===== src/rtl/legv8_pkg.sv =====
// rtl/legv8_pkg.sv - LEGv8 opcodes, instruction classes and the ID-stage decoder
package legv8_pkg;

  localparam int DATA_W = 64;

  localparam logic [10:0] OP_ADD  = 11'b10001011000;
  localparam logic [10:0] OP_SUB  = 11'b11001011000;
  localparam logic [10:0] OP_AND  = 11'b10001010000;
  localparam logic [10:0] OP_ORR  = 11'b10101010000;
  localparam logic [10:0] OP_LDUR = 11'b11111000010;
  localparam logic [10:0] OP_STUR = 11'b11111000000;
  localparam logic [7:0]  OP_CBZ  = 8'b10110100;
  localparam logic [5:0]  OP_B    = 6'b000101;

  typedef enum logic [2:0] {
    CLS_NOP   = 3'd0,
    CLS_R     = 3'd1,
    CLS_LOAD  = 3'd2,
    CLS_STORE = 3'd3,
    CLS_CBZ   = 3'd4,
    CLS_B     = 3'd5
  } instr_class_t;

  typedef enum logic [1:0] {
    ALU_ADD = 2'd0,
    ALU_SUB = 2'd1,
    ALU_AND = 2'd2,
    ALU_ORR = 2'd3
  } alu_op_t;

  typedef struct packed {
    instr_class_t      cls;
    alu_op_t           alu_op;
    logic [4:0]        src1;
    logic [4:0]        src2;
    logic              use1;
    logic              use2;
    logic [4:0]        dest;
    logic              wen;
    logic [DATA_W-1:0] imm;
  } decode_t;

  // Unused sources keep address 0 and use=0 so they never raise a hazard.
  function automatic decode_t decode_instr(input logic [31:0] instr);
    decode_t d;
    d = '0;
    case (instr[31:21])
      OP_ADD, OP_SUB, OP_AND, OP_ORR: begin
        d.cls  = CLS_R;
        d.src1 = instr[9:5];
        d.src2 = instr[20:16];
        d.use1 = 1'b1;
        d.use2 = 1'b1;
        d.dest = instr[4:0];
        d.wen  = 1'b1;
        if (instr[31:21] == OP_SUB)      d.alu_op = ALU_SUB;
        else if (instr[31:21] == OP_AND) d.alu_op = ALU_AND;
        else if (instr[31:21] == OP_ORR) d.alu_op = ALU_ORR;
        else                             d.alu_op = ALU_ADD;
      end
      OP_LDUR: begin
        d.cls  = CLS_LOAD;
        d.src1 = instr[9:5];
        d.use1 = 1'b1;
        d.dest = instr[4:0];
        d.wen  = 1'b1;
        d.imm  = {{(DATA_W-9){instr[20]}}, instr[20:12]};
      end
      OP_STUR: begin
        d.cls  = CLS_STORE;
        d.src1 = instr[9:5];
        d.src2 = instr[4:0];
        d.use1 = 1'b1;
        d.use2 = 1'b1;
        d.imm  = {{(DATA_W-9){instr[20]}}, instr[20:12]};
      end
      default: begin
        if (instr[31:24] == OP_CBZ) begin
          d.cls  = CLS_CBZ;
          d.src2 = instr[4:0];
          d.use2 = 1'b1;
          d.imm  = {{(DATA_W-19){instr[23]}}, instr[23:5]};
        end else if (instr[31:26] == OP_B) begin
          d.cls = CLS_B;
          d.imm = {{(DATA_W-26){instr[25]}}, instr[25:0]};
        end
      end
    endcase
    return d;
  endfunction

endpackage


===== src/rtl/operand_forward_mux.sv =====
// rtl/operand_forward_mux.sv - per-source operand resolution and load-use detection
module operand_forward_mux #(
  parameter int DATA_W = 64,
  parameter int ADDR_W = 5
) (
  input  logic [ADDR_W-1:0] src,
  input  logic              use_src,
  input  logic              exm_wen,
  input  logic [ADDR_W-1:0] exm_dest,
  input  logic [DATA_W-1:0] exm_data,
  input  logic              exm_is_load,
  input  logic              wb_wen,
  input  logic [ADDR_W-1:0] wb_dest,
  input  logic [DATA_W-1:0] wb_data,
  input  logic [DATA_W-1:0] bank_data,
  output logic [DATA_W-1:0] value,
  output logic              load_hit
);

  logic exm_match;
  assign exm_match = exm_wen && (exm_dest == src);

  // Write-back bypass covers the bank returning the old value on its write cycle.
  always_comb begin
    value = bank_data;
    if (exm_match && !exm_is_load)
      value = exm_data;
    else if (wb_wen && (wb_dest == src))
      value = wb_data;
  end

  assign load_hit = use_src && exm_match && exm_is_load;

endmodule


===== src/rtl/operand_fetch_stage.sv =====
// rtl/operand_fetch_stage.sv - LEGv8 ID stage: decode, forwarding, load-use stall, ID/EX register
module operand_fetch_stage #(
  parameter int DATA_W = 64,
  parameter int ADDR_W = 5
) (
  input  logic              clock,
  input  logic              reset_n,
  input  logic              in_valid,
  input  logic [31:0]       in_instr,
  output logic              in_ready,
  output logic [ADDR_W-1:0] rd_addr1,
  output logic [ADDR_W-1:0] rd_addr2,
  input  logic [DATA_W-1:0] rd_data1,
  input  logic [DATA_W-1:0] rd_data2,
  input  logic              exm_wen,
  input  logic [ADDR_W-1:0] exm_dest,
  input  logic [DATA_W-1:0] exm_data,
  input  logic              exm_is_load,
  input  logic              wb_wen,
  input  logic [ADDR_W-1:0] wb_dest,
  input  logic [DATA_W-1:0] wb_data,
  input  logic              flush,
  input  logic              out_ready,
  output logic              out_valid,
  output logic [2:0]        out_class,
  output logic [1:0]        out_alu_op,
  output logic [DATA_W-1:0] out_op_a,
  output logic [DATA_W-1:0] out_op_b,
  output logic [DATA_W-1:0] out_imm,
  output logic [ADDR_W-1:0] out_dest,
  output logic              out_wen
);
  import legv8_pkg::*;

  decode_t           dec;
  logic [DATA_W-1:0] op_a;
  logic [DATA_W-1:0] op_b;
  logic              hit1;
  logic              hit2;
  logic              hazard;
  logic              advance;

  assign dec      = decode_instr(in_instr);
  assign rd_addr1 = dec.src1;
  assign rd_addr2 = dec.src2;

  operand_forward_mux #(.DATA_W(DATA_W), .ADDR_W(ADDR_W)) u_fwd_a (
    .src        (dec.src1),
    .use_src    (dec.use1),
    .exm_wen    (exm_wen),
    .exm_dest   (exm_dest),
    .exm_data   (exm_data),
    .exm_is_load(exm_is_load),
    .wb_wen     (wb_wen),
    .wb_dest    (wb_dest),
    .wb_data    (wb_data),
    .bank_data  (rd_data1),
    .value      (op_a),
    .load_hit   (hit1)
  );

  operand_forward_mux #(.DATA_W(DATA_W), .ADDR_W(ADDR_W)) u_fwd_b (
    .src        (dec.src2),
    .use_src    (dec.use2),
    .exm_wen    (exm_wen),
    .exm_dest   (exm_dest),
    .exm_data   (exm_data),
    .exm_is_load(exm_is_load),
    .wb_wen     (wb_wen),
    .wb_dest    (wb_dest),
    .wb_data    (wb_data),
    .bank_data  (rd_data2),
    .value      (op_b),
    .load_hit   (hit2)
  );

  assign hazard   = hit1 || hit2;
  assign advance  = !out_valid || out_ready;
  assign in_ready = advance && !hazard && !flush;

  // A hazard or flush still advances the register, but with a bubble.
  always_ff @(posedge clock) begin
    if (!reset_n) begin
      out_valid  <= 1'b0;
      out_class  <= CLS_NOP;
      out_alu_op <= '0;
      out_op_a   <= '0;
      out_op_b   <= '0;
      out_imm    <= '0;
      out_dest   <= '0;
      out_wen    <= 1'b0;
    end else if (advance) begin
      out_valid  <= in_valid && in_ready;
      out_class  <= dec.cls;
      out_alu_op <= dec.alu_op;
      out_op_a   <= op_a;
      out_op_b   <= op_b;
      out_imm    <= dec.imm;
      out_dest   <= dec.dest;
      out_wen    <= dec.wen;
    end else if (flush) begin
      out_valid  <= 1'b0;
    end
  end

endmodule

===== config.mk =====
export PLATFORM = sky130hd
export DESIGN_NAME = operand_fetch_stage
export DESIGN_NICKNAME = d
export VERILOG_FILES = /design/src/rtl/legv8_pkg.sv /design/src/rtl/operand_forward_mux.sv /design/src/rtl/operand_fetch_stage.sv
export SDC_FILE = /design/constraint.sdc
export NUM_CORES = 1
export LEC_CHECK = 0
export ABC_AREA = 1
export BUFFER_PORTS_ARGS = -buffer_cell sky130_fd_sc_hd__buf_2
export CAP_MARGIN = 20
export CORE_AREA = 2 2 204 206
export DETAILED_ROUTE_END_ITERATION = 10
export DIE_AREA = 0 0 206 208
export PLACE_DENSITY = 0.48
export SETUP_SLACK_MARGIN = 0.5
export SYNTH_ARGS = -nofsm -noshare
export SYNTH_HDL_FRONTEND = slang
export SYNTH_SLANG_ARGS = --single-unit

===== constraint.sdc =====
create_clock -name clock -period 3.15 [get_ports clock]
set_clock_uncertainty 0.15 [all_clocks]
set_input_delay 0.63 -clock clock [delete_from_list [all_inputs] [get_ports clock]]
set_output_delay 0.63 -clock clock [all_outputs]
set_load 0.05 [all_outputs]

* Word-level counts from Yosys, hierarchy flattened *
Cells that the tools add are included.

storage, ports and cells
  input bits = 306
  word-level logic and storage cells = 68
  output and inout port bits = 215
  bits in registers = 204

cells by class
  muxes and demuxes = 23
  equality and inequality tests = 12
  reductions and logical operators = 25

operators by type and width
  cell                                                  count
  two-way mux 64 bit                                    6
  one-hot mux 64 bit (2 select lines)                   1
  equality test 11 bit (second input constant)          6
  equality test 5 bit                                   4
  one-hot mux 5 bit (3 select lines)                    1
  logical AND 1 bit                                     13
  two-way mux 5 bit                                     2
  OR reduction 5 bit                                    2
  one-hot mux 3 bit (3 select lines)                    1
  equality test 8 bit (second input constant)           1
  two-way mux 2 bit                                     4
  equality test 6 x 3 -> 1 bit (second input constant)  1
  two-way mux 3 bit                                     2
  two-way mux 6 bit                                     1
  OR reduction 6 bit                                    1
  logical NOT 1 bit                                     4
  two-way mux 1 bit                                     4
  OR reduction 4 bit                                    1
  logical OR 1 bit                                      2
  one-hot mux 1 bit (2 select lines)                    1
  nonzero test 2 bit                                    1
  OR reduction 2 bit                                    1

* Longest topological paths before layout *
  depth in word-level cells = 13
  mapped depth = 21
  depth with buffers taken out = 19

* Cells and area by module *
From an unflattened synthesis, not the netlist that was laid out.

second synthesis, totals
  cells, all modules = 2004
  area, all modules = 11933.9 µm²

by module, submodules not included
  module               instances  area an instance (µm²)  cells each  seq. area each (µm²)
  operand_fetch_stage  1          6776.5                  912         3323.2
  operand_forward_mux  2          2578.7                  546         0.0

* Worst setup path after synthesis *
OpenSTA, ideal clock, no wires.

  path kind = input to output
  from = input port in_instr[22]
  to = output port in_ready
  path slack = 0.140 ns
  buffers on the path = 0
  cell stages on the path = 14
  arrival = 2.230 ns
  required time = 2.370 ns
  cells stage by stage = nor2_1 -> nand2_1 -> nor2_1 -> nand2_2 -> nand2_2 -> inv_2 -> nand2_4 -> nand2_1 -> o21ai_0 -> nor2_1 -> nand4_1 -> nand2_1 -> nand2_1 -> and3_1

between the ends
  cells in the longest elaborated chain, start to end = 11
  elaborated cells between the ends (all ways) = 25

RTL lines
  element                                                                         RTL line                   text
  start, declared                                                                 operand_fetch_stage.sv:9   input logic [31:0] in_instr,
  equality test 11 bit                                                            legv8_pkg.sv:47            case (instr[31:21])
  OR reduction 4 bit / OR reduction 6 bit (equally long branches)                 n/a
  one-hot mux 5 bit (3 select lines) / two-way mux 5 bit (equally long branches)  legv8_pkg.sv:47
  equality test 5 bit                                                             operand_forward_mux.sv:21  assign exm_match = exm_wen && (exm_dest == src);
  logical AND 1 bit                                                               operand_forward_mux.sv:21
  logical AND 1 bit (2 in a row)                                                  operand_forward_mux.sv:32  assign load_hit = use_src && exm_match && exm_is_load;
  logical OR 1 bit (*)                                                            operand_fetch_stage.sv:77  assign hazard = hit1 || hit2;
  logical NOT 1 bit (*)                                                           operand_fetch_stage.sv:79  assign in_ready = advance && !hazard && !flush;
  logical AND 1 bit (*) (2 in a row)                                              operand_fetch_stage.sv:79
  end, declared                                                                   operand_fetch_stage.sv:10  output logic in_ready,

Every way passes the cells marked *; elsewhere a longest branch is shown, timed or not.

* Final worst setup path *
Same ends and word-level chain as after synthesis.

==> metrics.cfg <==
[critical_path]
worstSetupStartpointType = primary input
worstPathMaxFanout = 4
timing.critical_path.required_ns = 2.37
crit_type = primary input to primary output
crit_path_dat_ns = 2.31
crit_path_end_kind = primary output

[cts]
clock_insertion_delay_worst_skew_ns = 0.45
clock-sinks = 166
cts.reportedPaths.clkPinSlew_ns = 0.07
cts_tree = done
hold_buffers = 0
tritoncts_buffer_count = 17
ctsHtreeMaxLevel = 4
buffers_from_clock_root_to_sink_at_most = 2
cts.root.buffer_cell = sky130_fd_sc_hd__clkbuf_16

[finish]
layout.cell_area.non_filler_mm2 = 0.0161
layout_commonest_cell = sky130_fd_sc_hd__buf_2
post_route_cells_drive_above_1_share = 0.377
area_growth_syn_to_layout_pct = 51.1
mostFrequentLayoutCells = 499 x sky130_fd_sc_hd__buf_2, 274 x sky130_fd_sc_hd__nor2_1, 249 x sky130_fd_sc_hd__nand2_1
nets = 2544

[drt]
drc_errors = 0
detailedRoute.firstIterationViolations = 932
drt_pre_antenna_iters = 7
route.detailed.vias_per_inst = 4.82
total_via_count_in_the_routed_design = 13500
avgRoutedWirePerCell_um = 19.8
route.antenna.remaining_nets = 0
finalWirelength_mm = 55.2

[placed_design]
hpwlAfterDp_mm = 37.7
post-place-ws_ns = -0.125
buffer_ports.inserted = 520
dpl_cell_area_mm2 = 0.0139
gp_congestion = 0.880

[grt]
first_global_vias = 12800
grt.overflow.total = 0
grt_first_pass_wirelength_mm = 75.4
maximum_number_of_pins_on_one_net_before_global_route_repair = 91
grt_antenna_before_repair = 14
grt_use_total = 0.229

[power]
power.ir.vdd_worst_mv = 0.335
total_switching_power_w = 0.00214
p_int_w = 0.00386
p_sw_frac = 0.357
comb_power_share = 0.267
pwr_density_cell_mw_per_mm2 = 373
p_leak_nw = 8.98
seq_power_share = 0.381
power_frac_clock = 0.352

[synthesis]
synth.avg_cell_area_um2 = 6.09
synth_cells = 1749
synthesis.nets = 2055
ys_seq_elements = 166
seq_area_frac_synth = 0.312
yosys_warnings = 0
synth.lib_cells_used.distinct = 32
asyncSetResetFlopFracSynth = 0
netlist_area_mm2 = 0.0106
synth_flop_cell = sky130_fd_sc_hd__dfxtp_1
synth-edff-count = 0

[sta]
rsz0062_at_grt = true
period_share = 0.980
postLayoutSetupSlackWorst_ns = 0.0632
finalWorstPathRequiredPeriod_ns = 3.09
setup_tns_ns = 0
max_freq_mhz = 324
report.final.slew_viol_count = 0
setup-violations-final = 0
timing.slew.headroom = 0.0512
timing_worst_slew_pin_value_ns = 1.42
hold_violations = 0

[floorplanning]
rows = 74
fp.dieArea_mm2 = 0.0428
chipHeight_um = 208
die_width_um = 206
start_util = 0.263
io-pin-count = 521
core_area_mm2 = 0.0406

[outcome]
run_status = completed

[job]
cap_violations = 0

[min_path]
timing.hold.worst.class = primary input to flop

==> critical path: stages <==
cell and delay [ns]:
sky130_fd_sc_hd__buf_6 0.10, sky130_fd_sc_hd__nor2_4 0.13, sky130_fd_sc_hd__buf_6 0.12, sky130_fd_sc_hd__nand2_2 0.04
sky130_fd_sc_hd__nor2_1 0.07, sky130_fd_sc_hd__o21ai_1 0.09, sky130_fd_sc_hd__nand2_2 0.13, sky130_fd_sc_hd__nand2_2 0.10
sky130_fd_sc_hd__nand3_2 0.08, sky130_fd_sc_hd__nand2_1 0.05, sky130_fd_sc_hd__nand2_1 0.08, sky130_fd_sc_hd__nand2_2 0.06
sky130_fd_sc_hd__inv_2 0.05, sky130_fd_sc_hd__nand4_1 0.11, sky130_fd_sc_hd__nand2_1 0.10, sky130_fd_sc_hd__nand2_2 0.06
sky130_fd_sc_hd__and3_4 0.15, sky130_fd_sc_hd__buf_8 0.14
==> cell usage after synthesis, types with 2 or more instances <==
| cell type | instances | area share |
|---|---|---|
| sky130_fd_sc_hd__buf_6 | 5 | 0.0053 |
| sky130_fd_sc_hd__clkbuf_1 | 74 | 0.026 |
| sky130_fd_sc_hd__o21ai_1 | 21 | 0.0099 |
| sky130_fd_sc_hd__a21oi_1 | 137 | 0.064 |
| sky130_fd_sc_hd__inv_1 | 243 | 0.086 |
| sky130_fd_sc_hd__o21ai_0 | 206 | 0.097 |
| sky130_fd_sc_hd__buf_2 | 34 | 0.016 |
| sky130_fd_sc_hd__dfxtp_1 | 166 | 0.31 |
| sky130_fd_sc_hd__nor3_1 | 3 | 0.0014 |
| sky130_fd_sc_hd__inv_2 | 9 | 0.0032 |
| sky130_fd_sc_hd__nor3_2 | 2 | 0.0019 |
| sky130_fd_sc_hd__nand2_2 | 2 | 0.0012 |
| sky130_fd_sc_hd__a31oi_1 | 8 | 0.0047 |
| sky130_fd_sc_hd__o221a_2 | 18 | 0.019 |
| sky130_fd_sc_hd__xor2_1 | 2 | 0.0016 |
| sky130_fd_sc_hd__nor2_1 | 292 | 0.10 |
| sky130_fd_sc_hd__nor2_4 | 2 | 0.0021 |
| sky130_fd_sc_hd__nand4_1 | 10 | 0.0059 |
| sky130_fd_sc_hd__o22ai_1 | 14 | 0.0082 |
| sky130_fd_sc_hd__nand3_1 | 90 | 0.042 |
| sky130_fd_sc_hd__buf_4 | 49 | 0.035 |
| sky130_fd_sc_hd__nand2_1 | 289 | 0.10 |
| sky130_fd_sc_hd__nand3b_1 | 64 | 0.045 |
==> worst paths after layout <==
kind / startpoint / cells after the start / to / slack, ns
max: in_instr[22] / 18 / in_ready / 0.06
min: in_valid / 3 / out_valid / 0.27
max reg2reg: out_valid / 5 / out_op_b[55] / 0.90
min reg2reg: out_class[2] / 2 / out_class[2] / 0.32
==> stage by stage <==
step | util | std cells | hold WS, ns | total power [W]
after floorplan | - | 1749 | 0.540 | 0.00323
after global placement | 0.343 | 2704 | 0.302 | 0.00381
after detailed placement | 0.343 | 2704 | 0.310 | 0.00381
after CTS | 0.367 | 2754 | 0.234 | 0.00597
after global routing | 0.397 | 2790 | 0.265 | 0.00626
final | 0.397 | 2791 | 0.267 | 0.00600
==> sequential cells by signal, indices dropped and copies added (netlist names) <==
| signal | flops |
|---|---|
| out_wen | 1 |
| out_alu_op | 2 |
| out_op_a | 64 |
| out_valid | 1 |
| out_op_b | 64 |
| out_dest | 5 |
| out_class | 3 |
| out_imm | 26 |
==> per-layer routing <==
| metal | track usage | routed length [um] | vias up |
|---|---|---|---|
| met5 | 0 | 62 | - |
| met4 | 0.101 | 2220 | 10 |
| met3 | 0.0625 | 4220 | 123 |
| met2 | 0.380 | 25900 | 532 |
| met1 | 0.275 | 22800 | 6275 |
| li1 | - | - | 6518 |
==> logic make-up (layout without fill, tap and decap cells) <==
family,count (synthesis),in the layout,share of synthesized area
other,0,8,0
buffers and inverters,416,917,0.172
xor gates and xnor gates,2,2,0.00165
AOI/OAI and AO/OA,406,406,0.205
DFF,166,166,0.312
and+or+nand+nor,759,760,0.309
==> cell type report <==
type                            count  area, um^2
Antenna cell                        8        20.0
Clock buffer                       22         464
Clock inverter                     10        95.1
Fill cell                        4474       24500
Inverter                          253         960
Multi-Input combinational cell   1168        6270
Sequential cell                   166        3320
Tap cell                          532         666
Timing Repair Buffer              632        4290
==> power by group through the flow <==
| stage | Combinational [W] | Clock (W) | Sequential [W] |
|---|---|---|---|
| floorplan | 0.000476 | 0 | 0.00276 |
| global placement | 0.00148 | 0 | 0.00233 |
| detailed placement | 0.00148 | 0 | 0.00233 |
| CTS | 0.00151 | 0.00218 | 0.00228 |
| global route | 0.00171 | 0.00225 | 0.00230 |
| finish | 0.00160 | 0.00212 | 0.00228 |
==> what timing repair did <==
item,in CTS,in global routing
pin swaps,30,120
cloned,1,20
resized for setup,72,170
endpoints found under the setup margin,47,131
hold endpoints to repair,0,0
buffers inserted,17,9
(Power assumes the default switching activity.)
